`config.mk`:
```
export PLATFORM = sky130hd
export DESIGN_NAME = mpsoc_boot_loader
export DESIGN_NICKNAME = d
export VERILOG_FILES = /design/src/rtl/mpsoc_boot_loader.sv
export SDC_FILE = /design/constraint.sdc
export NUM_CORES = 1
export LEC_CHECK = 0
export CAP_MARGIN = 30
export CORE_MARGIN = 2
export CORE_UTILIZATION = 50
export DETAILED_ROUTE_END_ITERATION = 16
export HOLD_SLACK_MARGIN = 0.06
export PLACE_DENSITY = 0.79
export SLEW_MARGIN = 20
export SYNTH_ARGS = -nofsm -noshare
export SYNTH_HDL_FRONTEND = slang
export SYNTH_SLANG_ARGS = --single-unit
```
`constraint.sdc`:
```
create_clock -name wb_clk_i -period 4.8 [get_ports wb_clk_i]
set_input_delay 0.96 -clock wb_clk_i [delete_from_list [all_inputs] [get_ports wb_clk_i]]
set_output_delay 0.96 -clock wb_clk_i [all_outputs]
set_load 0.01 [all_outputs]
```
`src/rtl/mpsoc_boot_loader.sv`:
```
// Multi-core boot sequencer: optionally clears, then loads each selected core's memory
// region through a Wishbone classic master, and finally releases core resets one by one.
module mpsoc_boot_loader #(
   parameter int          CORES_PER_TILE = 8,
   parameter logic [31:0] MEM_SIZE       = 32'h0200_0000,
   parameter logic [31:0] CORE_STRIDE    = 32'h0200_0000,
   parameter int          AW             = 32,
   parameter int          RELEASE_GAP    = 16
) (
   input  logic                      wb_clk_i,
   input  logic                      wb_rst_i,
   input  logic                      start_i,
   input  logic                      clear_i,
   input  logic [CORES_PER_TILE-1:0] core_mask_i,
   input  logic [AW-1:0]             img_base_i,
   input  logic [AW-1:0]             img_words_i,
   input  logic                      img_valid_i,
   input  logic [31:0]               img_data_i,
   output logic                      img_ready_o,
   output logic [AW-1:0]             wbm_adr_o,
   output logic [31:0]               wbm_dat_o,
   output logic [3:0]                wbm_sel_o,
   output logic                      wbm_we_o,
   output logic                      wbm_cyc_o,
   output logic                      wbm_stb_o,
   input  logic                      wbm_ack_i,
   input  logic                      wbm_err_i,
   output logic [CORES_PER_TILE-1:0] cpu_rst_o,
   output logic                      busy_o,
   output logic                      done_o,
   output logic                      error_o
);

   localparam int CW = (CORES_PER_TILE > 1) ? $clog2(CORES_PER_TILE) : 1;
   localparam logic [AW-1:0] MEM_WORDS  = AW'(MEM_SIZE >> 2);
   localparam logic [15:0]   GAP_RELOAD = 16'(RELEASE_GAP - 1);

   localparam logic [2:0] S_IDLE    = 3'd0;
   localparam logic [2:0] S_CLEAR   = 3'd1;
   localparam logic [2:0] S_LOAD    = 3'd2;
   localparam logic [2:0] S_NEXT    = 3'd3;
   localparam logic [2:0] S_RELEASE = 3'd4;
   localparam logic [2:0] S_DONE    = 3'd5;
   localparam logic [2:0] S_ERROR   = 3'd6;

   logic [2:0]                state;
   logic [CORES_PER_TILE-1:0] mask;
   logic [CORES_PER_TILE-1:0] pending;
   logic                      clear_en;
   logic [AW-1:0]             img_base;
   logic [AW-1:0]             img_words;
   logic [AW-1:0]             core_base;
   logic [AW-1:0]             cnt;
   logic [15:0]               gap;
   logic [CORES_PER_TILE-1:0] first_start;
   logic [CORES_PER_TILE-1:0] first_pending;
   logic [CORES_PER_TILE-1:0] first_mask;

   function automatic logic [CORES_PER_TILE-1:0] lowest_bit(input logic [CORES_PER_TILE-1:0] m);
      return m & (~m + CORES_PER_TILE'(1));
   endfunction

   function automatic logic [AW-1:0] base_of(input logic [CORES_PER_TILE-1:0] onehot);
      logic [CW-1:0] idx;
      idx = '0;
      for (int k = 0; k < CORES_PER_TILE; k++) begin
         if (onehot[k]) idx = CW'(k);
      end
      return AW'(idx) * AW'(CORE_STRIDE);
   endfunction

   assign first_start   = lowest_bit(core_mask_i);
   assign first_pending = lowest_bit(pending);
   assign first_mask    = lowest_bit(mask);

   assign img_ready_o = (state == S_LOAD) && !wbm_cyc_o && (cnt != img_words);
   assign busy_o      = (state != S_IDLE) && (state != S_DONE) && (state != S_ERROR);
   assign done_o      = (state == S_DONE);
   assign error_o     = (state == S_ERROR);

   // Sequencer state, bus master registers and per-core reset lines
   always_ff @(posedge wb_clk_i) begin
      if (wb_rst_i) begin
         state     <= S_IDLE;
         mask      <= '0;
         pending   <= '0;
         clear_en  <= 1'b0;
         img_base  <= '0;
         img_words <= '0;
         core_base <= '0;
         cnt       <= '0;
         gap       <= 16'd0;
         wbm_adr_o <= '0;
         wbm_dat_o <= 32'd0;
         wbm_sel_o <= 4'h0;
         wbm_we_o  <= 1'b0;
         wbm_cyc_o <= 1'b0;
         wbm_stb_o <= 1'b0;
         cpu_rst_o <= '1;
      end else begin
         case (state)
            S_IDLE, S_DONE, S_ERROR: begin
               if (start_i) begin
                  mask      <= core_mask_i;
                  clear_en  <= clear_i;
                  img_base  <= img_base_i;
                  img_words <= img_words_i;
                  cnt       <= '0;
                  cpu_rst_o <= '1;
                  if (img_words_i > MEM_WORDS) begin
                     state <= S_ERROR;
                  end else if (core_mask_i == '0) begin
                     state <= S_DONE;
                  end else begin
                     pending   <= core_mask_i & ~first_start;
                     core_base <= base_of(first_start);
                     state     <= clear_i ? S_CLEAR : S_LOAD;
                  end
               end
            end
            S_CLEAR, S_LOAD: begin
               if (wbm_cyc_o) begin
                  // err wins over ack and leaves the word index untouched
                  if (wbm_err_i) begin
                     wbm_cyc_o <= 1'b0;
                     wbm_stb_o <= 1'b0;
                     wbm_we_o  <= 1'b0;
                     wbm_sel_o <= 4'h0;
                     cpu_rst_o <= '1;
                     state     <= S_ERROR;
                  end else if (wbm_ack_i) begin
                     wbm_cyc_o <= 1'b0;
                     wbm_stb_o <= 1'b0;
                     wbm_we_o  <= 1'b0;
                     wbm_sel_o <= 4'h0;
                     cnt       <= cnt + AW'(1);
                  end
               end else if (state == S_CLEAR) begin
                  if (cnt == MEM_WORDS) begin
                     cnt   <= '0;
                     state <= S_LOAD;
                  end else begin
                     wbm_cyc_o <= 1'b1;
                     wbm_stb_o <= 1'b1;
                     wbm_we_o  <= 1'b1;
                     wbm_sel_o <= 4'hF;
                     wbm_adr_o <= core_base + (cnt << 2);
                     wbm_dat_o <= 32'd0;
                  end
               end else if (cnt == img_words) begin
                  state <= S_NEXT;
               end else if (img_valid_i) begin
                  wbm_cyc_o <= 1'b1;
                  wbm_stb_o <= 1'b1;
                  wbm_we_o  <= 1'b1;
                  wbm_sel_o <= 4'hF;
                  wbm_adr_o <= core_base + img_base + (cnt << 2);
                  wbm_dat_o <= img_data_i;
               end
            end
            S_NEXT: begin
               cnt <= '0;
               if (pending != '0) begin
                  pending   <= pending & ~first_pending;
                  core_base <= base_of(first_pending);
                  state     <= clear_en ? S_CLEAR : S_LOAD;
               end else begin
                  // the lowest masked core is released on the way into RELEASE
                  cpu_rst_o <= cpu_rst_o & ~first_mask;
                  pending   <= mask & ~first_mask;
                  gap       <= GAP_RELOAD;
                  state     <= S_RELEASE;
               end
            end
            S_RELEASE: begin
               if (pending == '0) begin
                  state <= S_DONE;
               end else if (gap == 16'd0) begin
                  cpu_rst_o <= cpu_rst_o & ~first_pending;
                  pending   <= pending & ~first_pending;
                  gap       <= GAP_RELOAD;
               end else begin
                  gap <= gap - 16'd1;
               end
            end
            default: begin
               state <= S_IDLE;
            end
         endcase
      end
   end

endmodule

```
# Yosys cells after proc, flatten, opt, wreduce, memory -nomap -nowiden
# Index checks and enable logic that the tools add are counted.
# W data, S select, Z words.
[totals]
register_bits = 242
input_bits = 111
output_inout_bits = 83
elab_cells = 187
[op_classes]
add_sub_neg = 8
order_cmp = 1
n_eq_ne = 33
muxes = 86
bitwise_logic = 15
n_reduce_logical = 29
[op_table]
columns = ["op", "n"]
rows = [
  ["$mux W32", 18],
  ["$add A32 B32 Y32", 3],
  ["$mux W8", 12],
  ["$pmux W32 S3", 1],
  ["$mux W3", 22],
  ["$and A8 B8 Y8", 8],
  ["$pmux W32 S2", 1],
  ["$mux W16", 3],
  ["$not A8 Y8", 6],
  ["$add A32 B1 Y32 const B", 1],
  ["$eq A32 B24 Y1 const B", 1],
  ["$eq A32 B32 Y1", 1],
  ["$gt A32 B24 Y1 const B", 1],
  ["$ne A32 B32 Y1", 1],
  ["$pmux W16 S2", 1],
  ["$pmux W8 S4", 1],
  ["$mux W4", 7],
  ["$ne A3 B3 Y1 const B", 9],
  ["$add A8 B1 Y8 const B", 3],
  ["$ne A2 B2 Y1 const B", 12],
  ["$pmux W8 S3", 1],
  ["$reduce_and A5 Y1", 4],
  ["$logic_not A16 Y1", 1],
  ["$logic_not A8 Y1", 2],
  ["other kinds (23)", 52],
]

# Longest topological paths before layout
# Gate-level depths: netlist of the first run.
[depth]
ltp_word = 14
mapped_depth = 13
depth_no_buf = 12

# Worst setup path before layout of the first run
# Ideal clock, no wire load.
[synth_timing]
kind = "in2reg"
start = "input port wbm_err_i"
end = "register cnt[31]"
setup_ns = 0.071
arrival_ns = 3.415
t_required_ns = 4.729
slack_ns = 1.314
path_stages = 9
path_buffers = 1
cell_sequence = "or3b_1 a31oi_1 nor2_1 or4_1 buf_2 or4_4 or3_4 or3_1 a21oi_1"
[synth_via]
elab_chain_cells = 2
[synth_rtl]
columns = ["element", "line_no", "rtl"]
rows = [
  ["start: declaration", "27", "input logic wbm_err_i,"],
  ["$ne A3 B3 Y1 (no source line)", "n/a", ""],
  ["$reduce_and A6 Y1 (no source line)", "n/a", ""],
  ["end signal: assignment", "136", "cnt <= cnt + AW'(1);"],
  ["end: declaration", "53", "logic [AW-1:0] cnt;"],
]
# No other way between the ends.
# A chain may end at the register's enable or synchronous reset.

# Final worst setup path of the first run
[layout_timing]
start = "register state[2]"
end = "register cnt[31]"
[layout_via]
elab_chain_cells = 4
elab_cells_between_ends = 16
cone_classes = "eq/ne: 10; mux: 1; reduce/logical: 5"
[layout_rtl]
columns = ["element", "line_no", "rtl"]
rows = [
  ["start: declaration", "46", "logic [2:0] state;"],
  ["start signal: assignment", "117", "state <= clear_i ? S_CLEAR : S_LOAD;"],
  ["start signal: assignment", "166", "state <= clear_en ? S_CLEAR : S_LOAD;"],
  ["$eq A3 B2 Y1, or another cell as far along", "101", "case (state)"],
  ["$reduce_or A2 Y1 / $reduce_or A3 Y1 (equally long branches)", "101", ""],
  ["$ne A3 B3 Y1 (no source line), or another cell as far along", "n/a", ""],
  ["$reduce_and A6 Y1 (no source line)", "n/a", ""],
]
# Parallel ways exist; a longest one is shown, timed or not.

==> run metrics, run 1 <==
pin count of the biggest net entering global routing 60; Hold Buf Count CTS 0; # resized after CTS 0; Cells on Worst Hold Path 2; Avg Cell Area, Syn 7.76 um2; top cells by count, synth 279 x nand2_1, 208 x dfxtp_1, 166 x a21oi_1; Initial Util 0.512; die width 154 um; Post-Syn Instances 1445; Layout area overhead 24.8%; Synth top area share 0.371; status complete, no violations; met2 usage 0.429; Critical-path top delay cell or4_1; Root Driver clkbuf_16; CTS buffer count 23; Final period util 0.786; DR vias/cell 5.77; Main synth FF type dfxtp_1; Synth area leaders dfxtp_1 37%, nand2_1 9.3%, a21oi_1 7.4%, ha_1 6.8%, xnor2_1 5.2%; CP top delay family simple AND/OR/NAND/NOR gates; number of global-route vias before repair 10200; fill count 1900; clock sink total 208; worst hold path type reg2reg; first-pass GRT wire length 51000 um; cell with the most instances after synthesis nand2_1; setup tns final 0 ns; power per cell area 550 nW/um2; Worst Skew 0.00870 ns; area taken by multi-input logic gates 6580 um2; storage element area 4160 um2; CP Cell Sequence inv_1 > fa_1 > nor2_1 > a31oi_1 > nor2_1 > or4_1 > or4_4 > or3_4 > or3_1 > a21oi_1; WL final 31600 um; cell area after synthesis 11200 um2; CP Launch Type flop; Die H 154 um; htree depth 1; CTS tree yes; slowest stage delay, CP 0.63 ns; IO buf count 193; Fmax achieved 0.265 GHz; number of synthesized flops with an enable pin 0; post-synthesis net count 1623; WP data arrival 4.22 ns; CTS clk-pin slew, worst paths 0.06 ns; die area 23700 um2; worst setup path class reg2reg; placer's final routability congestion estimate 0.914; gr busiest metal met2; io pins 194; CP bufs+invs 1; async set or reset register ratio after synthesis 0; final setup vio count 0; Crit path top cell by count nor2_1; Longest Clk Path Bufs 3; unrepaired setup endpoints after global routing no; DRC 0; CP required 5.25 ns; R2R depth 10; post-CTS setup buffers 0; max-slew violation count 0; Yosys Warn Count 0; core footprint 21900 um2; Tmin final 3.77 ns; grt met1 use 0.340; Final Net Count 1759; Hold EP wbm_adr_o[1]; endpoints failing hold 0; maximum fanout along the worst path 15; routed len/inst 16.8 um; Worst Tran Pin Value 0.868 ns; Initial DRT Pass Iterations 5; Worst Setup End Kind flop; Total GRT Usage 0.259; vias post-DR 10800; initial antenna violation count 1; Inst Count DP 1836; leakage 5.26 nW; Rows 54; met3 Use GR 0.0383; Worst-Skew Late Latency 0.52 ns; post-synthesis sequential area ratio 0.371; MaxCap Viol Count 0; setup slack, reg-to-reg 1.03 ns; reg2reg end cnt[31]; Cell variety after synth 72; total grt overflow 0; ratio of cells with drive above 1 in the final layout 0.0432; Layout Cells excl Fill 1877; Max IR drop VDD 0.323 mV; Post-DRT Antenna Nets 0; Tot Pwr 7.70 mW; drt initial violations 805; hold wc startpoint wbm_adr_o[1]; Worst R2R Start state[2]; post-DP HPWL 22700 um; Slew headroom 0.413; area leader, netlist dfxtp_1; synthesized flop and latch total 208
-- worst max-delay path by stage --
stage	startpoint	endpoint	slack [ns]	cells after the start
after global placement	wbm_err_i	cnt[31]	0.64	9
after CTS	state[2]	cnt[31]	1.06	10
after global routing	pending[1]	gap[15]	0.76	7
after floorplan	wbm_err_i	cnt[31]	1.31	9
after detailed placement	wbm_err_i	cnt[31]	0.60	9
final	state[2]	cnt[31]	1.03	10
-- layout by cell type, fill, tap and decap left out, types with 15 or more instances in the layout --
cell             count
clkbuf_16           23
nand2_1            278
nand3_1             55
nor2_1             126
or3_1               16
nor4_1              19
clkdlybuf4s50_1    192
buf_4               15
xor2_1              21
inv_1               26
ha_1                61
dfxtp_1            208
nor3_1              28
o21ai_0             61
a211oi_1            21
a311oi_1            15
nand4_1             20
xnor2_1             67
a21oi_1            166
-- kinds of logic (layout without fill, tap and decap cells) --
group	after synthesis	in the layout	share of synthesized area
other	0	1	0
buffers and inverters	122	273	0.0447
multiplexers	8	8	0.00725
adder cells (fa/ha/maj)	67	67	0.0787
AND/OR/NAND/NOR	610	610	0.246
flip-flops	208	208	0.371
AO/OA/AOI/OAI	342	342	0.183
XOR/XNOR	88	88	0.0687
-- registers in the layout, indices dropped and copies added, names as in the netlist --
signal / count
wbm_cyc_o: 1
mask: 8
cpu_rst_o: 8
wbm_dat_o: 32
wbm_sel_o: 1
clear_en: 1
wbm_adr_o: 32
img_words: 32
img_base: 32
state: 3
pending: 7
core_base: 3
cnt: 32
gap: 16
-- worst reg2reg max path: cells and delay by family (launching register included) --
kind                       cells  cell delay, ns
DFF                            1            0.54
and+or+nand+nor                6            2.07
adders and majority gates      1            0.57
AOI/OAI and AO/OA              2            0.29
buffers and inverters          1            0.23
-- metrics by stage --
step | util | area (um2) | hold WS [ns] | setup slack [ns]
floorplan | - | 11200 | 0.436 | 1.31
global placement | 0.604 | 13200 | 0.437 | 0.645
detailed placement | 0.604 | 13200 | 0.444 | 0.604
CTS | 0.640 | 14000 | 0.451 | 1.06
global route | 0.640 | 14000 | 0.466 | 0.759
finish | 0.640 | 14000 | 0.449 | 1.03
-- where the power goes --
part	internal (mW)	switching [mW]
Combinational	1.37	2.00
Sequential	2.15	0.366
Clock	1.10	0.716
-- per-layer routing --
layer  part of all wire  wire length, um  vias up
met3              0.063             1980       84
met4              0.038             1200        0
met5                  0                0        -
met1               0.43            13500     5061
li1                   -                -     5328
met2               0.47            14900      362
-- cell type report --
class	instances	area share
clock buffer	30	0.0458
sequential	208	0.297
clock inverter	10	0.00938
multi-input combinational	1115	0.470
antenna	1	0.000179
tap	280	0.0250
inverter	26	0.00697
timing repair buffer	207	0.145
Power figures use the tool's default switching activity.
==> inputs of run 2 (changes only) <==
--- a/config.mk
+++ b/config.mk
@@ -7,10 +7,10 @@
 export LEC_CHECK = 0
 export CAP_MARGIN = 30
 export CORE_MARGIN = 2
-export CORE_UTILIZATION = 50
+export CORE_UTILIZATION = 49
 export DETAILED_ROUTE_END_ITERATION = 16
 export HOLD_SLACK_MARGIN = 0.06
-export PLACE_DENSITY = 0.79
+export PLACE_DENSITY = 0.81
 export SLEW_MARGIN = 20
 export SYNTH_ARGS = -nofsm -noshare
 export SYNTH_HDL_FRONTEND = slang
==> constraint.sdc (replaced) <==
create_clock -name wb_clk_i -period 3.2 [get_ports wb_clk_i]
set_input_delay 0.64 -clock wb_clk_i [delete_from_list [all_inputs] [get_ports wb_clk_i]]
set_output_delay 0.64 -clock wb_clk_i [all_outputs]
set_load 0.01 [all_outputs]
==> run 2 against run 1 <==
  * Clock power grew 53%
  * Sequential cell count is the same
  * Sequential power grew 48%
  * Global-route usage grew 0.74 points
  * First-iteration DRC count grew 9.9%
  * Core utilization grew 1.8 points
  * Count of clock-buffer cells in the layout grew 8
  * Sequential share of layout area shrank 1.7 points
  * Non-clock buffer count grew 83
  * Routed wire length grew 6.4%
  * Die area grew 2.0%
  * Combinational power grew 68%
  * Highest routed layer unchanged
==> run metrics, run 2 (synthesized netlist as in run 1, its figures left out) <==
initial antenna violation count 0 (was 1); max-slew violation count 0 (unchanged); Worst Skew 0.0220 ns (was 0.00870 ns); Final period util 0.993 (was 0.786); CTS buffer count 24 (was 23); clock sink total 208 (unchanged); fin worst setup slack 0.0211 ns (was 1.03 ns); CTS clk-pin slew, worst paths 0.06 ns (about the same); DR vias/cell 5.75 (was 5.77); most frequent cells in the layout 278 x nand2_1, 205 x dfxtp_1, 191 x clkdlybuf4s50_1 (was 278 x nand2_1, 208 x dfxtp_1, 192 x clkdlybuf4s50_1); Total GRT Usage 0.266 (was 0.259); placer's final routability congestion estimate 0.913 (was 0.914); Die H 155 um (was 154 um); Worst Setup End Kind flop (unchanged); pin count of the biggest net entering global routing 92 (was 60); die width 155 um (was 154 um); maximum fanout along the worst path 4 (was 15); most common cell after layout, fill and taps aside nand2_1 (unchanged); Fmax achieved 0.315 GHz (was 0.265 GHz); power per cell area 819 nW/um2 (was 550 nW/um2); leakage 5.76 nW (was 5.26 nW); Initial DRT Pass Iterations 7 (was 5); endpoints failing hold 0 (unchanged); Rows 55 (was 54); routed len/inst 17.1 um (was 16.8 um); Root Driver clkbuf_16 (unchanged); Post-DRT Antenna Nets 0 (unchanged); CP required 3.63 ns (was 5.25 ns); Longest Clk Path Bufs 3 (unchanged); number of global-route vias before repair 10800 (was 10200); WHS 0.449 ns (about the same); IO buf count 193 (unchanged); Max IR drop VDD 0.517 mV (was 0.323 mV); drt initial violations 885 (was 805); Slew headroom 0.552 (was 0.413); Final Net Count 1843 (was 1759); CP Launch Type flop (unchanged); vias post-DR 11300 (was 10800); core footprint 22600 um2 (was 21900 um2); ratio of cells with drive above 1 in the final layout 0.103 (was 0.0432); Worst-Skew Late Latency 0.52 ns (about the same); worst setup path class reg2reg (unchanged); Tmin final 3.18 ns (was 3.77 ns); Initial Util 0.497 (was 0.512); first-pass GRT wire length 53100 um (was 51000 um); diode count 0 (was 1); WL final 33600 um (was 31600 um); post-DP HPWL 24300 um (was 22700 um); worst hold path type reg2reg (unchanged); Layout area overhead 32.4% (was 24.8%); Final Util 0.658 (was 0.640); unrepaired setup endpoints after global routing yes (was no); dpl ws -0.454 ns (was 0.604 ns); Worst Tran Pin Value 0.672 ns (was 0.868 ns); htree depth 1 (unchanged); CTS tree yes (unchanged); MaxCap Viol Count 0 (unchanged); io pins 194 (unchanged); DRC 0 (unchanged); final setup vio count 0 (unchanged); total grt overflow 0 (unchanged); die area 24100 um2 (was 23700 um2); status complete, no violations (unchanged); fill count 1861 (was 1900); WP data arrival 3.61 ns (was 4.22 ns); Tot Pwr 12.2 mW (was 7.70 mW)
-- run 2: cell type report --
class | instances | area [um2] | area share
Inverter | 26 | 97.6 | 0.00657
Multi-Input combinational cell | 1115 | 6730 | 0.453
Clock buffer | 38 | 724 | 0.0488
Timing Repair Buffer | 290 | 2700 | 0.182
Tap cell | 285 | 357 | 0.0240
Clock inverter | 6 | 86.3 | 0.00581
Sequential cell | 208 | 4170 | 0.281
-- run 2: what timing repair did --
action                                 CTS  global route
cloned                                   0             0
buffers inserted                         2             3
pin swaps                                3             9
hold buffers                             0             0
gates resized for setup                 10            23
endpoints found under the hold margin    0             0
setup endpoints to repair               10            20
-- run 2: where the power goes --
group / switching, mW / internal (mW)
combinational: 3.24 / 2.42
sequential: 0.495 / 3.22
clock: 1.08 / 1.71
total: 4.81 / 7.36
-- run 2: metrics by stage --
step                      std cells  area (um2)  setup TNS, ns
final                          1968       14900              0
after global routing           1968       14900         -0.392
after CTS                      1965       14700              0
after detailed placement       1919       13900          -6.30
after global placement         1919       13900          -5.32
after floorplan                1445       11200              0
-- run 2: path summary, 6_finish.rpt --
| path | startpoint | to | slack (ns) | cells after the start |
|---|---|---|---|---|
| worst min register to register | wbm_dat_o[19] | wbm_dat_o[19] | 0.45 | 2 |
| worst min-delay path | wbm_dat_o[19] | wbm_dat_o[19] | 0.45 | 2 |
| worst max-delay path | cnt[1] | cnt[31] | 0.02 | 10 |
| worst max register to register | cnt[1] | cnt[31] | 0.02 | 10 |
-- run 2: worst max-delay path, cell delays in order, from the launching register on --
cell and delay, ns:
dfxtp_2 0.35, inv_2 0.06, ha_2 0.16, nor4b_4 0.19, nand4_1 0.24, o311a_1 0.36
or4_4 0.44, or4_4 0.49, or3_4 0.35, or3_1 0.31, a21oi_1 0.13
-- run 2: metal layers --
metal / wire (um) / part of all wire / track usage
met1: 13900 / 0.41 / 0.327
met2: 16600 / 0.49 / 0.471
met3: 1910 / 0.057 / 0.0387
met4: 1210 / 0.036 / 0.104
met5: 0 / 0 / 0
==> inputs of run 3 (changes only) <==
--- a/config.mk
+++ b/config.mk
@@ -11,6 +11,7 @@
 export DETAILED_ROUTE_END_ITERATION = 16
 export HOLD_SLACK_MARGIN = 0.06
 export PLACE_DENSITY = 0.81
+export SETUP_SLACK_MARGIN = 0.1
 export SLEW_MARGIN = 20
 export SYNTH_ARGS = -nofsm -noshare
 export SYNTH_HDL_FRONTEND = slang
==> run 3 against run 2 <==
  * Worst setup slack better by 0.032 ns
  * Critical path depth up 3
  * Register-to-register slack better by 0.03 ns
  * Global-route usage up 0.82 points
  * Non-clock buffer count up 17
  * Largest cell class unchanged
  * Largest power group unchanged
==> run metrics, run 3 (synthesized netlist as in run 1, its figures left out) <==
Longest Clk Path Bufs 3 (unchanged); status complete, no violations (unchanged); DRC 0 (unchanged); Setup crit end wbm_adr_o[17] (was cnt[31]); total grt overflow 0 (unchanged); Worst R2R Start cnt[1] (unchanged); WP data arrival 3.60 ns (was 3.61 ns); DR vias/cell 5.82 (was 5.75); Max IR drop VDD 0.501 mV (was 0.517 mV); die area 24100 um2 (unchanged); initial antenna violation count 1 (was 0); reg2reg end wbm_adr_o[17] (was cnt[31]); Post-DRT Antenna Nets 0 (unchanged); core footprint 22600 um2 (unchanged); htree depth 1 (unchanged); Final Net Count 1860 (was 1843); Hold Buf Count CTS 0 (unchanged); post-DP HPWL 24900 um (was 24300 um); power per cell area 822 nW/um2 (was 819 nW/um2); leakage 5.83 nW (was 5.76 nW); Slew headroom 0.404 (was 0.552); routed len/inst 17.8 um (was 17.1 um); setup slack, reg-to-reg 0.05 ns (was 0.02 ns); Total GRT Usage 0.275 (was 0.266); MaxCap Viol Count 0 (unchanged); diode count 0 (unchanged); Initial Util 0.497 (unchanged); most common cell after layout, fill and taps aside nand2_1 (unchanged); CP Launch Type flop (unchanged); placed cell area 13900 um2 (about the same); die width 155 um (unchanged); Fmax achieved 0.318 GHz (was 0.315 GHz); ratio of cells with drive above 1 in the final layout 0.121 (was 0.103); io pins 194 (unchanged); first-pass GRT wire length 54600 um (was 53100 um); Rows 55 (unchanged); Worst Setup End Kind flop (unchanged); vias post-DR 11500 (was 11300); R2R depth 13 (was 10); IO buf count 193 (unchanged); placer's final routability congestion estimate 0.901 (was 0.913); Final period util 0.983 (was 0.993); final setup vio count 0 (unchanged); Initial DRT Pass Iterations 6 (was 7); CP required 3.65 ns (was 3.63 ns); worst setup path class reg2reg (unchanged); Worst Skew 0.0154 ns (was 0.0220 ns); Worst Tran Pin Value 0.894 ns (was 0.672 ns); Final Util 0.667 (was 0.658); pin count of the biggest net entering global routing 74 (was 92); Die H 155 um (unchanged); worst setup path start cnt[1] (unchanged); endpoints failing hold 0 (unchanged); worst hold path type reg2reg (unchanged); unrepaired setup endpoints after global routing yes (unchanged); number of global-route vias before repair 10900 (was 10800); most frequent cells in the layout 278 x nand2_1, 201 x dfxtp_1, 190 x clkdlybuf4s50_1 (was 278 x nand2_1, 205 x dfxtp_1, 191 x clkdlybuf4s50_1); WL final 35300 um (was 33600 um); CTS tree yes (unchanged); CTS buffer count 24 (unchanged); maximum fanout along the worst path 5 (was 4); final instance area 15000 um2 (was 14900 um2); max-slew violation count 0 (unchanged); CTS clk-pin slew, worst paths 0.06 ns (about the same); Worst-Skew Late Latency 0.53 ns (was 0.52 ns); clock sink total 208 (unchanged); drt initial violations 980 (was 885); Layout area overhead 34.1% (was 32.4%); Root Driver clkbuf_16 (unchanged); Tmin final 3.15 ns (was 3.18 ns)
==> run 3: changes by cell type in the layout (fill, tap and decap cells not counted), moves of 3 or more <==
cell / previous run / this run
buf_12: 3 / 7
buf_4: 95 / 107
dfxtp_1: 205 / 201
dfxtp_4: 0 / 3
ha_1: 58 / 53
ha_2: 1 / 4
o21ai_0: 58 / 55
o21ai_1: 3 / 6
==> run 3: critical path: stages (launching register included) <==
cell and delay, ns:
dfxtp_4 0.36, ha_1 0.29, ha_2 0.20, fa_2 0.39, a211oi_2 0.28, o211ai_1 0.16, buf_4 0.18, a41oi_2 0.20
o21bai_2 0.12, a2111o_1 0.38, nand2_1 0.08, xnor2_1 0.12, nand2_1 0.09, a211oi_2 0.24
==> run 3: final cells by class <==
| cell class | count | area (um2) |
|---|---|---|
| fill | 1841 | 7520 |
| multi-input combinational | 1115 | 6790 |
| sequential | 208 | 4180 |
| timing repair buffer | 307 | 2870 |
| clock buffer | 35 | 693 |
| tap | 285 | 357 |
| inverter | 26 | 100 |
| clock inverter | 6 | 57.6 |
==> run 3: through the flow <==
| step | hold WS (ns) | instances | TNS, ns | setup slack [ns] | power, mW |
|---|---|---|---|---|---|
| after floorplan | 0.436 | 1445 | 0 | 0.161 | 7.16 |
| after global placement | 0.438 | 1925 | -2.14 | -0.207 | 9.10 |
| after detailed placement | 0.445 | 1925 | -3.99 | -0.288 | 9.25 |
| after CTS | 0.452 | 1969 | 0 | 0.114 | 12.0 |
| after global routing | 0.465 | 1982 | -0.0416 | -0.0416 | 13.1 |
| final | 0.449 | 1982 | 0 | 0.0534 | 12.4 |
==> run 3: power breakdown <==
group | internal, mW | leakage [nW] | switching, mW
combinational | 2.60 | 3.76 | 3.38
clock | 1.57 | 0.368 | 1.10
sequential | 3.22 | 1.70 | 0.504
==> run 3: how the worst min path moves through the flow <==
stage / startpoint / to / slack [ns] / cells after the start
after floorplan: img_base[25] / img_base[25] / 0.44 / 2
after global placement: wbm_adr_o[1] / wbm_adr_o[1] / 0.44 / 2
after detailed placement: wbm_dat_o[1] / wbm_dat_o[1] / 0.44 / 2
after CTS: wbm_dat_o[5] / wbm_dat_o[5] / 0.45 / 2
after global routing: wbm_dat_o[2] / wbm_dat_o[2] / 0.46 / 2
final: wbm_dat_o[5] / wbm_dat_o[5] / 0.45 / 2
==> run 3: routing by layer <==
metal / global-route usage / part of all wire / vias up
li1: - / - / 5533
met1: 0.346 / 0.41 / 5463
met2: 0.474 / 0.49 / 441
met3: 0.0443 / 0.070 / 100
met4: 0.104 / 0.035 / 2
met5: 0 / 0.00037 / -
==> run 3: repair_timing <==
item	4_1_cts	5_1_grt
pin swaps	6	15
cloned	0	1
buffers inserted	3	12
resized for setup	12	44
setup endpoints to repair	18	41
